==> src/rtl/status_reg_6502_if.sv <==
// Bus between the instruction sequencer and the 6502 processor status register.
// The sequencer side (master) drives flag sources; the register side (slave) returns flags.
interface status_reg_6502_if;
    logic       alu_c;
    logic       alu_z;
    logic       alu_n;
    logic       alu_v;
    logic       upd_valid;
    logic [3:0] upd_mask;
    logic [2:0] flag_op;
    logic       bit_load;
    logic       pl_load;
    logic [7:0] din;
    logic       brk_push;
    logic       insn_end;
    logic [7:0] p_out;
    logic       flag_n;
    logic       flag_v;
    logic       flag_d;
    logic       flag_i;
    logic       flag_z;
    logic       flag_c;
    logic       irq_mask;

    modport master (
        output alu_c, alu_z, alu_n, alu_v, upd_valid, upd_mask, flag_op,
               bit_load, pl_load, din, brk_push, insn_end,
        input  p_out, flag_n, flag_v, flag_d, flag_i, flag_z, flag_c, irq_mask
    );

    modport slave (
        input  alu_c, alu_z, alu_n, alu_v, upd_valid, upd_mask, flag_op,
               bit_load, pl_load, din, brk_push, insn_end,
        output p_out, flag_n, flag_v, flag_d, flag_i, flag_z, flag_c, irq_mask
    );
endinterface

==> src/rtl/status_reg_6502.sv <==
// 6502 processor status register: six stored flags with prioritised update sources
// and an interrupt mask that follows I only at instruction boundaries.
module status_reg_6502 (
    input  logic                    clk,
    input  logic                    rst,
    status_reg_6502_if.slave        bus
);

    localparam logic [2:0] OP_NONE = 3'd0;
    localparam logic [2:0] OP_CLC  = 3'd1;
    localparam logic [2:0] OP_SEC  = 3'd2;
    localparam logic [2:0] OP_CLI  = 3'd3;
    localparam logic [2:0] OP_SEI  = 3'd4;
    localparam logic [2:0] OP_CLD  = 3'd5;
    localparam logic [2:0] OP_SED  = 3'd6;
    localparam logic [2:0] OP_CLV  = 3'd7;

    logic n_r, v_r, d_r, i_r, z_r, c_r, irq_mask_r;
    logic n_s, v_s, d_s, i_s, z_s, c_s;
    logic unused_din_s;

    // B and bit 5 are not stored, so the pulled byte's [5:4] are dropped
    assign unused_din_s = ^bus.din[5:4];

    // Next-state: apply sources lowest priority first so higher ones overwrite per flag
    always_comb begin
        n_s = (bus.upd_valid && bus.upd_mask[3]) ? bus.alu_n : n_r;
        v_s = (bus.upd_valid && bus.upd_mask[2]) ? bus.alu_v : v_r;
        z_s = (bus.upd_valid && bus.upd_mask[1]) ? bus.alu_z : z_r;
        c_s = (bus.upd_valid && bus.upd_mask[0]) ? bus.alu_c : c_r;
        d_s = d_r;
        i_s = i_r;

        case (bus.flag_op)
            OP_NONE: ;
            OP_CLC:  c_s = 1'b0;
            OP_SEC:  c_s = 1'b1;
            OP_CLI:  i_s = 1'b0;
            OP_SEI:  i_s = 1'b1;
            OP_CLD:  d_s = 1'b0;
            OP_SED:  d_s = 1'b1;
            OP_CLV:  v_s = 1'b0;
            default: ;
        endcase

        if (bus.bit_load) begin
            n_s = bus.din[7];
            v_s = bus.din[6];
        end else begin
            n_s = n_s;
            v_s = v_s;
        end

        if (bus.pl_load) begin
            n_s = bus.din[7];
            v_s = bus.din[6];
            d_s = bus.din[3];
            i_s = bus.din[2];
            z_s = bus.din[1];
            c_s = bus.din[0];
        end else begin
            d_s = d_s;
            i_s = i_s;
        end
    end

    // Flag registers; reset overrides every source that cycle
    always_ff @(posedge clk) begin
        if (rst) begin
            n_r <= 1'b0;
            v_r <= 1'b0;
            d_r <= 1'b0;
            i_r <= 1'b1;
            z_r <= 1'b0;
            c_r <= 1'b0;
        end else begin
            n_r <= n_s;
            v_r <= v_s;
            d_r <= d_s;
            i_r <= i_s;
            z_r <= z_s;
            c_r <= c_s;
        end
    end

    // Interrupt mask samples the post-priority I only on an instruction boundary
    always_ff @(posedge clk) begin
        if (rst) begin
            irq_mask_r <= 1'b1;
        end else if (bus.insn_end) begin
            irq_mask_r <= i_s;
        end else begin
            irq_mask_r <= irq_mask_r;
        end
    end

    assign bus.flag_n   = n_r;
    assign bus.flag_v   = v_r;
    assign bus.flag_d   = d_r;
    assign bus.flag_i   = i_r;
    assign bus.flag_z   = z_r;
    assign bus.flag_c   = c_r;
    assign bus.irq_mask = irq_mask_r;
    assign bus.p_out    = {n_r, v_r, 1'b1, bus.brk_push, d_r, i_r, z_r, c_r};

endmodule

==> src/flat_wrapper.sv <==
// flat-port wrapper written by rule: the top's interface ports become plain ports
module status_reg_6502_flat 
  (clk, rst, bus_alu_c, bus_alu_z, bus_alu_n, bus_alu_v, bus_upd_valid, bus_upd_mask, bus_flag_op, bus_bit_load, bus_pl_load, bus_din, bus_brk_push, bus_insn_end, bus_p_out, bus_flag_n, bus_flag_v, bus_flag_d, bus_flag_i, bus_flag_z, bus_flag_c, bus_irq_mask);
  status_reg_6502_if bus_i ();
  input  logic clk;
  input  logic rst;
  input wire logic [$bits(bus_i.alu_c)-1:0] bus_alu_c;
  input wire logic [$bits(bus_i.alu_z)-1:0] bus_alu_z;
  input wire logic [$bits(bus_i.alu_n)-1:0] bus_alu_n;
  input wire logic [$bits(bus_i.alu_v)-1:0] bus_alu_v;
  input wire logic [$bits(bus_i.upd_valid)-1:0] bus_upd_valid;
  input wire logic [$bits(bus_i.upd_mask)-1:0] bus_upd_mask;
  input wire logic [$bits(bus_i.flag_op)-1:0] bus_flag_op;
  input wire logic [$bits(bus_i.bit_load)-1:0] bus_bit_load;
  input wire logic [$bits(bus_i.pl_load)-1:0] bus_pl_load;
  input wire logic [$bits(bus_i.din)-1:0] bus_din;
  input wire logic [$bits(bus_i.brk_push)-1:0] bus_brk_push;
  input wire logic [$bits(bus_i.insn_end)-1:0] bus_insn_end;
  output wire logic [$bits(bus_i.p_out)-1:0] bus_p_out;
  output wire logic [$bits(bus_i.flag_n)-1:0] bus_flag_n;
  output wire logic [$bits(bus_i.flag_v)-1:0] bus_flag_v;
  output wire logic [$bits(bus_i.flag_d)-1:0] bus_flag_d;
  output wire logic [$bits(bus_i.flag_i)-1:0] bus_flag_i;
  output wire logic [$bits(bus_i.flag_z)-1:0] bus_flag_z;
  output wire logic [$bits(bus_i.flag_c)-1:0] bus_flag_c;
  output wire logic [$bits(bus_i.irq_mask)-1:0] bus_irq_mask;
  assign bus_i.alu_c = bus_alu_c;
  assign bus_i.alu_z = bus_alu_z;
  assign bus_i.alu_n = bus_alu_n;
  assign bus_i.alu_v = bus_alu_v;
  assign bus_i.upd_valid = bus_upd_valid;
  assign bus_i.upd_mask = bus_upd_mask;
  assign bus_i.flag_op = bus_flag_op;
  assign bus_i.bit_load = bus_bit_load;
  assign bus_i.pl_load = bus_pl_load;
  assign bus_i.din = bus_din;
  assign bus_i.brk_push = bus_brk_push;
  assign bus_i.insn_end = bus_insn_end;
  assign bus_p_out = bus_i.p_out;
  assign bus_flag_n = bus_i.flag_n;
  assign bus_flag_v = bus_i.flag_v;
  assign bus_flag_d = bus_i.flag_d;
  assign bus_flag_i = bus_i.flag_i;
  assign bus_flag_z = bus_i.flag_z;
  assign bus_flag_c = bus_i.flag_c;
  assign bus_irq_mask = bus_i.irq_mask;
  status_reg_6502 u_core (.clk(clk), .rst(rst), .bus(bus_i));
endmodule
==> config.mk <==
export PLATFORM = sky130hd
export DESIGN_NAME = status_reg_6502_flat
export DESIGN_NICKNAME = d
export VERILOG_FILES = /design/src/rtl/status_reg_6502_if.sv /design/src/rtl/status_reg_6502.sv /design/src/flat_wrapper.sv
export SDC_FILE = /design/constraint.sdc
export NUM_CORES = 1
export LEC_CHECK = 0
export CORE_UTILIZATION = 29
export DETAILED_ROUTE_END_ITERATION = 16
export PLACE_DENSITY_LB_ADDON = 0.08
export SYNTH_ARGS = -nofsm -noshare
export SYNTH_HDL_FRONTEND = slang
export SYNTH_SLANG_ARGS = --single-unit
==> constraint.sdc <==
create_clock -name clk -period 1.4 [get_ports clk]
set_clock_uncertainty 0.1 [all_clocks]
set_input_delay 0.28 -clock clk [delete_from_list [all_inputs] [get_ports clk]]
set_output_delay 0.28 -clock clk [all_outputs]
set_load 0.1 [all_outputs]
==> metrics.txt <==
outcome=completed; Setup CP Type=input pin to flop; Die Ht=41.0 um; final period demand of the worst path=1.38 ns; PortBufs=35; Max Slew Vio Count=0; largest net degree at the start of global routing=10; Pleak=between 0.4 and 0.5 nW; DR DRC count=0; CTS tree=built; die area=1680 sq um; PD cells=883 nW/um^2; initial antenna violation count=0; synthesized net count=83; total grt overflow=0; Die X=41.0 um; Worst Path Required=1.44 ns; area occupied by multi-input gates=about 240 sq um; max-cap viol count=0; routability cong.=0.713; Netlist Area Pre-Place=~440 sq um; RSZ-0062 raised after global routing=yes; Final nets=roughly 120; # diodes=0; Final Hold Violating Endpoints=0; Final period util=0.982; Layout fillers=101; Slowest-stage cell, CP=clkdlybuf4s50_1; final std cells w/o fill=110; Netlist cell types=23; Antenna Violating Nets Remaining=0; WL/cell=11.5 um; sequential cell area=164 sq um; Worst Hold Launch=bus_pl_load; Worst EP arrival=1.41 ns; Vias=534; synth warn=0; CP endpoint kind=flop; vias in the first global route=502; Critical Path Source=bus_upd_valid; CTS clk-pin slew, worst paths=0.05 ns; critical-path cell list=clkdlybuf4s50_1 -> nand2_2 -> mux2i_2 -> a21oi_1 -> o31a_1; Design Area, Final=1010 sq um; worst skew pair latency=0.25 ns; Reg2Reg Launch Point=u_core.bus.flag_i; io pins=between 40 and 50; GRT Total Usage=0.180; layout cells sized above 1=0.379; Initial Utilization=0.323; worst vdd ir=0.000571 V; DP Area=960 sq um; number of H-tree levels=1; upper clock frequency limit=727 MHz; Pre-antenna DRT Iters=4; DP Cell Count=106; DP HPWL=1.06 mm; CP max stage delay=0.52 ns; clk buf depth=2; post-route setup TNS=0 ns; Synth Register Bits=7; Mapped Avg Cell Area=7.75 sq um; Initial DRC Count=8; CTS Sinks=7; Via density=4.85; first-pass GRT wire length=1.93 mm; Total Routed Length=1.26 mm; startpoint types=input pin; Hold Buf Count CTS=0; FP Rows=13; Hold Slack=0.335 ns; Hold Path Class=input pin to flop; crit path max fanout=3; Synth Instances=57; TritonCTS Buffers=3; core area=1370 sq um; clock root buffer=clkbuf_4; part of the Yosys area used for sequential elements=0.317; Layout area overhead=128%; Final setup viols=0
==> Yosys cell counts <==
cell	number	area share
o21ai_0	1	0.011
nor3_1	1	0.011
o21ai_1	1	0.011
buf_2	1	0.011
nand2_1	6	0.051
a21oi_1	5	0.057
a221oi_1	1	0.020
nand3_1	3	0.034
conb_1	1	0.0085
inv_1	4	0.034
or3_1	3	0.042
a311oi_1	2	0.040
and2_1	1	0.014
o41a_1	1	0.025
mux2_1	1	0.025
mux2i_1	1	0.023
buf_4	8	0.14
a211oi_2	1	0.028
a21boi_1	1	0.017
o31a_1	1	0.020
nor2b_1	2	0.028
dfxtp_1	7	0.32
nor2_1	4	0.034
==> metrics by stage <==
step                utilization  setup slack [ns]  total power, mW
detailed placement        0.702            -0.299            0.706
global placement          0.702            -0.273            0.701
finish                    0.736            0.0250            0.888
global route              0.736           -0.0321            0.932
CTS                       0.723           0.00268            0.897
floorplan                     -             0.146            0.518
==> where the power goes <==
part           internal [mW]  switching, mW
clock network          0.109         0.0732
logic                  0.196          0.271
registers              0.213         0.0263
==> placed cells by master, fill, tap and decap left out <==
cell type	Yosys	layout
clkbuf_4	0	3
dlymetal6s2s_1	0	2
inv_1	4	4
o31a_1	1	1
dfxtp_2	0	1
nand2_2	0	1
and2_1	1	1
nand3_1	3	3
clkbuf_1	0	1
buf_4	8	8
mux2_1	1	1
o21ai_0	1	1
o21ai_2	0	1
a221oi_2	0	1
nor2b_1	2	2
dlygate4sd2_1	0	1
a21oi_1	5	5
a21boi_1	1	1
a211oi_2	1	1
clkdlybuf4s50_1	0	19
nand2_1	6	5
conb_1	1	1
nor3_1	1	1
o41a_1	1	1
nor2_1	4	4
a311oi_1	2	2
buf_12	0	13
dfxtp_4	0	6
mux2i_2	0	1
or3_1	3	3
==> timing repair <==
item,in CTS,in global routing
gates cloned,0,0
endpoints found under the setup margin,3,5
gates resized for setup,2,5
buffers inserted,0,0
pin swaps,1,0
==> cells by family (layout without fill, tap and decap cells) <==
| group | Yosys count | count (layout) | synth area share |
|---|---|---|---|
| flops | 7 | 7 | 0.317 |
| compound gates | 14 | 14 | 0.229 |
| mux | 2 | 2 | 0.0482 |
| other cells | 1 | 1 | 0.00849 |
| buf+inv | 13 | 51 | 0.181 |
| simple gates | 20 | 20 | 0.215 |
==> registers in the layout, indices dropped and copies added (netlist names) <==
| signal | count |
|---|---|
| u_core.bus.flag_i | 1 |
| u_core.bus.flag_d | 1 |
| u_core.bus.flag_n | 1 |
| u_core.bus.irq_mask | 1 |
| u_core.bus.flag_v | 1 |
| u_core.bus.flag_c | 1 |
| u_core.bus.flag_z | 1 |
==> layer usage <==
metal  track usage  up-vias  share of wire
li1              -      269              -
met1         0.176      240           0.38
met2         0.324       23           0.53
met3        0.0870        2          0.083
met4        0.0583        0         0.0016
met5             0        -              0
==> final cells by class <==
class                   instances  area share
clock buffers                   4      0.0261
inverters                       4      0.0149
multi-input cells              37       0.236
flip-flops and latches          7       0.163
well taps                      15      0.0187
repair buffers                 43       0.541
==> worst paths after layout <==
| check | cells past startpoint | slack, ns | endpoint |
|---|---|---|---|
| setup reg to reg | 3 | 0.25 | u_core.bus.irq_mask |
| hold reg to reg | 2 | 0.43 | u_core.bus.flag_n |
| hold / removal | 3 | 0.33 | u_core.bus.flag_d |
| setup / recovery | 5 | 0.02 | u_core.bus.flag_c |
==> worst max-delay path: cells and delay by family <==
kind / cells / cell delay (ns)
AOI/OAI and AO/OA: 2 / 0.29
buffers and inverters: 1 / 0.52
muxes: 1 / 0.23
and+or+nand+nor: 1 / 0.08
(Power assumes the default switching activity.)
==> variant (same settings) <==
Make the reset (`rst`) asynchronous in 2 clocked blocks.
--- a/src/rtl/status_reg_6502.sv
+++ b/src/rtl/status_reg_6502.sv
@@ -66,5 +66,5 @@
 
     // Flag registers; reset overrides every source that cycle
-    always_ff @(posedge clk) begin
+    always_ff @(posedge clk or posedge rst) begin
         if (rst) begin
             n_r <= 1'b0;
@@ -85,5 +85,5 @@
 
     // Interrupt mask samples the post-priority I only on an instruction boundary
-    always_ff @(posedge clk) begin
+    always_ff @(posedge clk or posedge rst) begin
         if (rst) begin
             irq_mask_r <= 1'b1;
Formal check against the unedited RTL: differs if rst is asserted again (counterexample within 4 cycles, from zero or initial values and one cycle with rst high); with rst held inactive, the same outputs for 10 cycles.
==> variant against the unedited design <==
- the flow now finishes with violations (setup timing)
- core utilization fell by 2.9 points
- cell area fell by 5.1%
- area after synthesis fell by 0.28%
- cell count fell by 7.3%
- power rose by 17%
- critical path depth fell by 4
- sequential power rose by 14%
- routed wire length fell by 5.3%
- first-iteration DRC count fell by 63%
- worst setup slack got worse by 89 ps
- synthesized cell count fell by 7.0%
- sequential cell count did not move
- largest cell class unchanged
- highest routed layer unchanged
==> variant: results (changes against the unedited design) <==
CP Data Arrival Time=1080 ps (was 1410 ps); status=finished with violations (was complete, no violations); Num CTS Buffers=3 (unchanged); pre-CTS WS=-210 ps (was -299 ps); Fin Hold WS=149 ps (was 335 ps); Crit-path slowest cell=dfstp_4 (was clkdlybuf4s50_1); Worst VDD drop=0.692 mV (was 0.571 mV); final setup fails=2 (was 0); Leakage=0.415 nW (was 0.433 nW); M1 WL=497 um (was 482 um); Crit Path Max Fanout=4 (was 3); DR vias/cell=4.68 (was 4.85); Pwr Density=1090 nW/um^2 (was 883 nW/um^2); Clock power frac=18.5% (was 20.5%); Placer Congestion=0.673 (was 0.713); violations in the final reports=setup timing; largest net degree at the start of global routing=8 (was 10); clk root buf=clkbuf_4 (unchanged); Post-Place Cells=98 (was 106); Highest Signal Layer=met4 (unchanged); Synth cell types=20 (was 23); Worst-Skew Late Latency=260 ps; vias in the first global route=391 (was 502); WL met2=592 um (was 671 um); first-pass GRT wire length=1.70 mm (was 1.93 mm); Total GRT Usage=16.4% (was 18.0%); CTS Hold Bufs=0 (unchanged); share of post-route cells with drive strength above 1=33.3% (was 37.9%); mean area per synthesized cell=8.31 um^2 (was 7.75 um^2); Top delay family on crit path=flip-flops (was buffers and inverters); R2R Path End=u_core.bus.irq_mask (unchanged); Critical Path Sink=bus_flag_i (was u_core.bus.flag_c); R2R Setup Slk=120 ps (was 250 ps); number of DRC markers in iteration 0=3 (was 8); EDFF count, synth=0 (unchanged); Nets=114 (was 122); total sequential power=0.274 mW (was 0.240 mW); final setup margin=-63.9 ps (was 25.0 ps); sequential share of the synthesized area=40.3% (was 31.7%); crit path launch=u_core.bus.flag_i (was bus_upd_valid); min-delay worst type=input pin to asynchronous set/reset pin (was input pin to flop); initial antenna violation count=0 (unchanged); cts repair resizes=0 (was 2); Clock Tree Buf Depth=2 (unchanged); Final Non-Filler Cells=102 (was 110); syn nets=79 (was 83); met3 routed wirelength=94 um (was 104 um); largest cells by area after synthesis=dfrtp_1 28%, buf_4 14%, dfstp_2 12%, nand2_1 9.4%, nor2_1 5.1% (was dfxtp_1 32%, buf_4 14%, a21oi_1 5.7%, nand2_1 5.1%, or3_1 4.2%); top_reg_cell synth=dfrtp_1 (was dfxtp_1); Post-synth top cells=11 x nand2_1, 8 x buf_4, 6 x nor2_1 (was 8 x buf_4, 7 x dfxtp_1, 6 x nand2_1); first drt pass iteration count=2 (was 4); Async S/R FF share, synth=100% (was 0%); Max stage delay on crit path=650 ps (was 520 ps); Fillers=107 (was 101); clk slew on worst S/H paths=60 ps; WL/cell=11.7 um (was 11.5 um); post-placement cell area=928 um^2 (was 960 um^2); Post-DP HPWL=998 um (was 1.06 mm); Sw Share=44.7% (was 41.7%); setup TNS=-128 ps (was 0 ps)
variant: cell count changes after synthesis, moves of 3 or more:
cell / change
nand3_1: -3
dfrtp_1: +5
inv_1: -3
or3_1: -3
nand2_1: +5
dfxtp_1: -7
variant: cell families after synthesis:
family	count (synthesis)	share of synthesized area, %
AOI/OAI and AO/OA	13	18.2
buffers and inverters	10	15.3
DFF	7	40.3
muxes	3	7.10
other	1	0.851
and+or+nand+nor	19	18.2
variant: layout make-up:
class / count / area, um^2 / area share [%]
inverters: 1 / 3.75 / 0.393
repair buffers: 39 / 510 / 53.5
flip-flops and latches: 7 / 200 / 21.0
clock buffers: 4 / 26.3 / 2.75
well taps: 15 / 18.8 / 1.97
multi-input cells: 36 / 195 / 20.4
variant: per-layer routing:
layer	up-vias	track usage, %
li1	237	-
met2	20	25.8
met3	2	8.15
met1	218	19.3
met4	0	5.00
met5	-	0
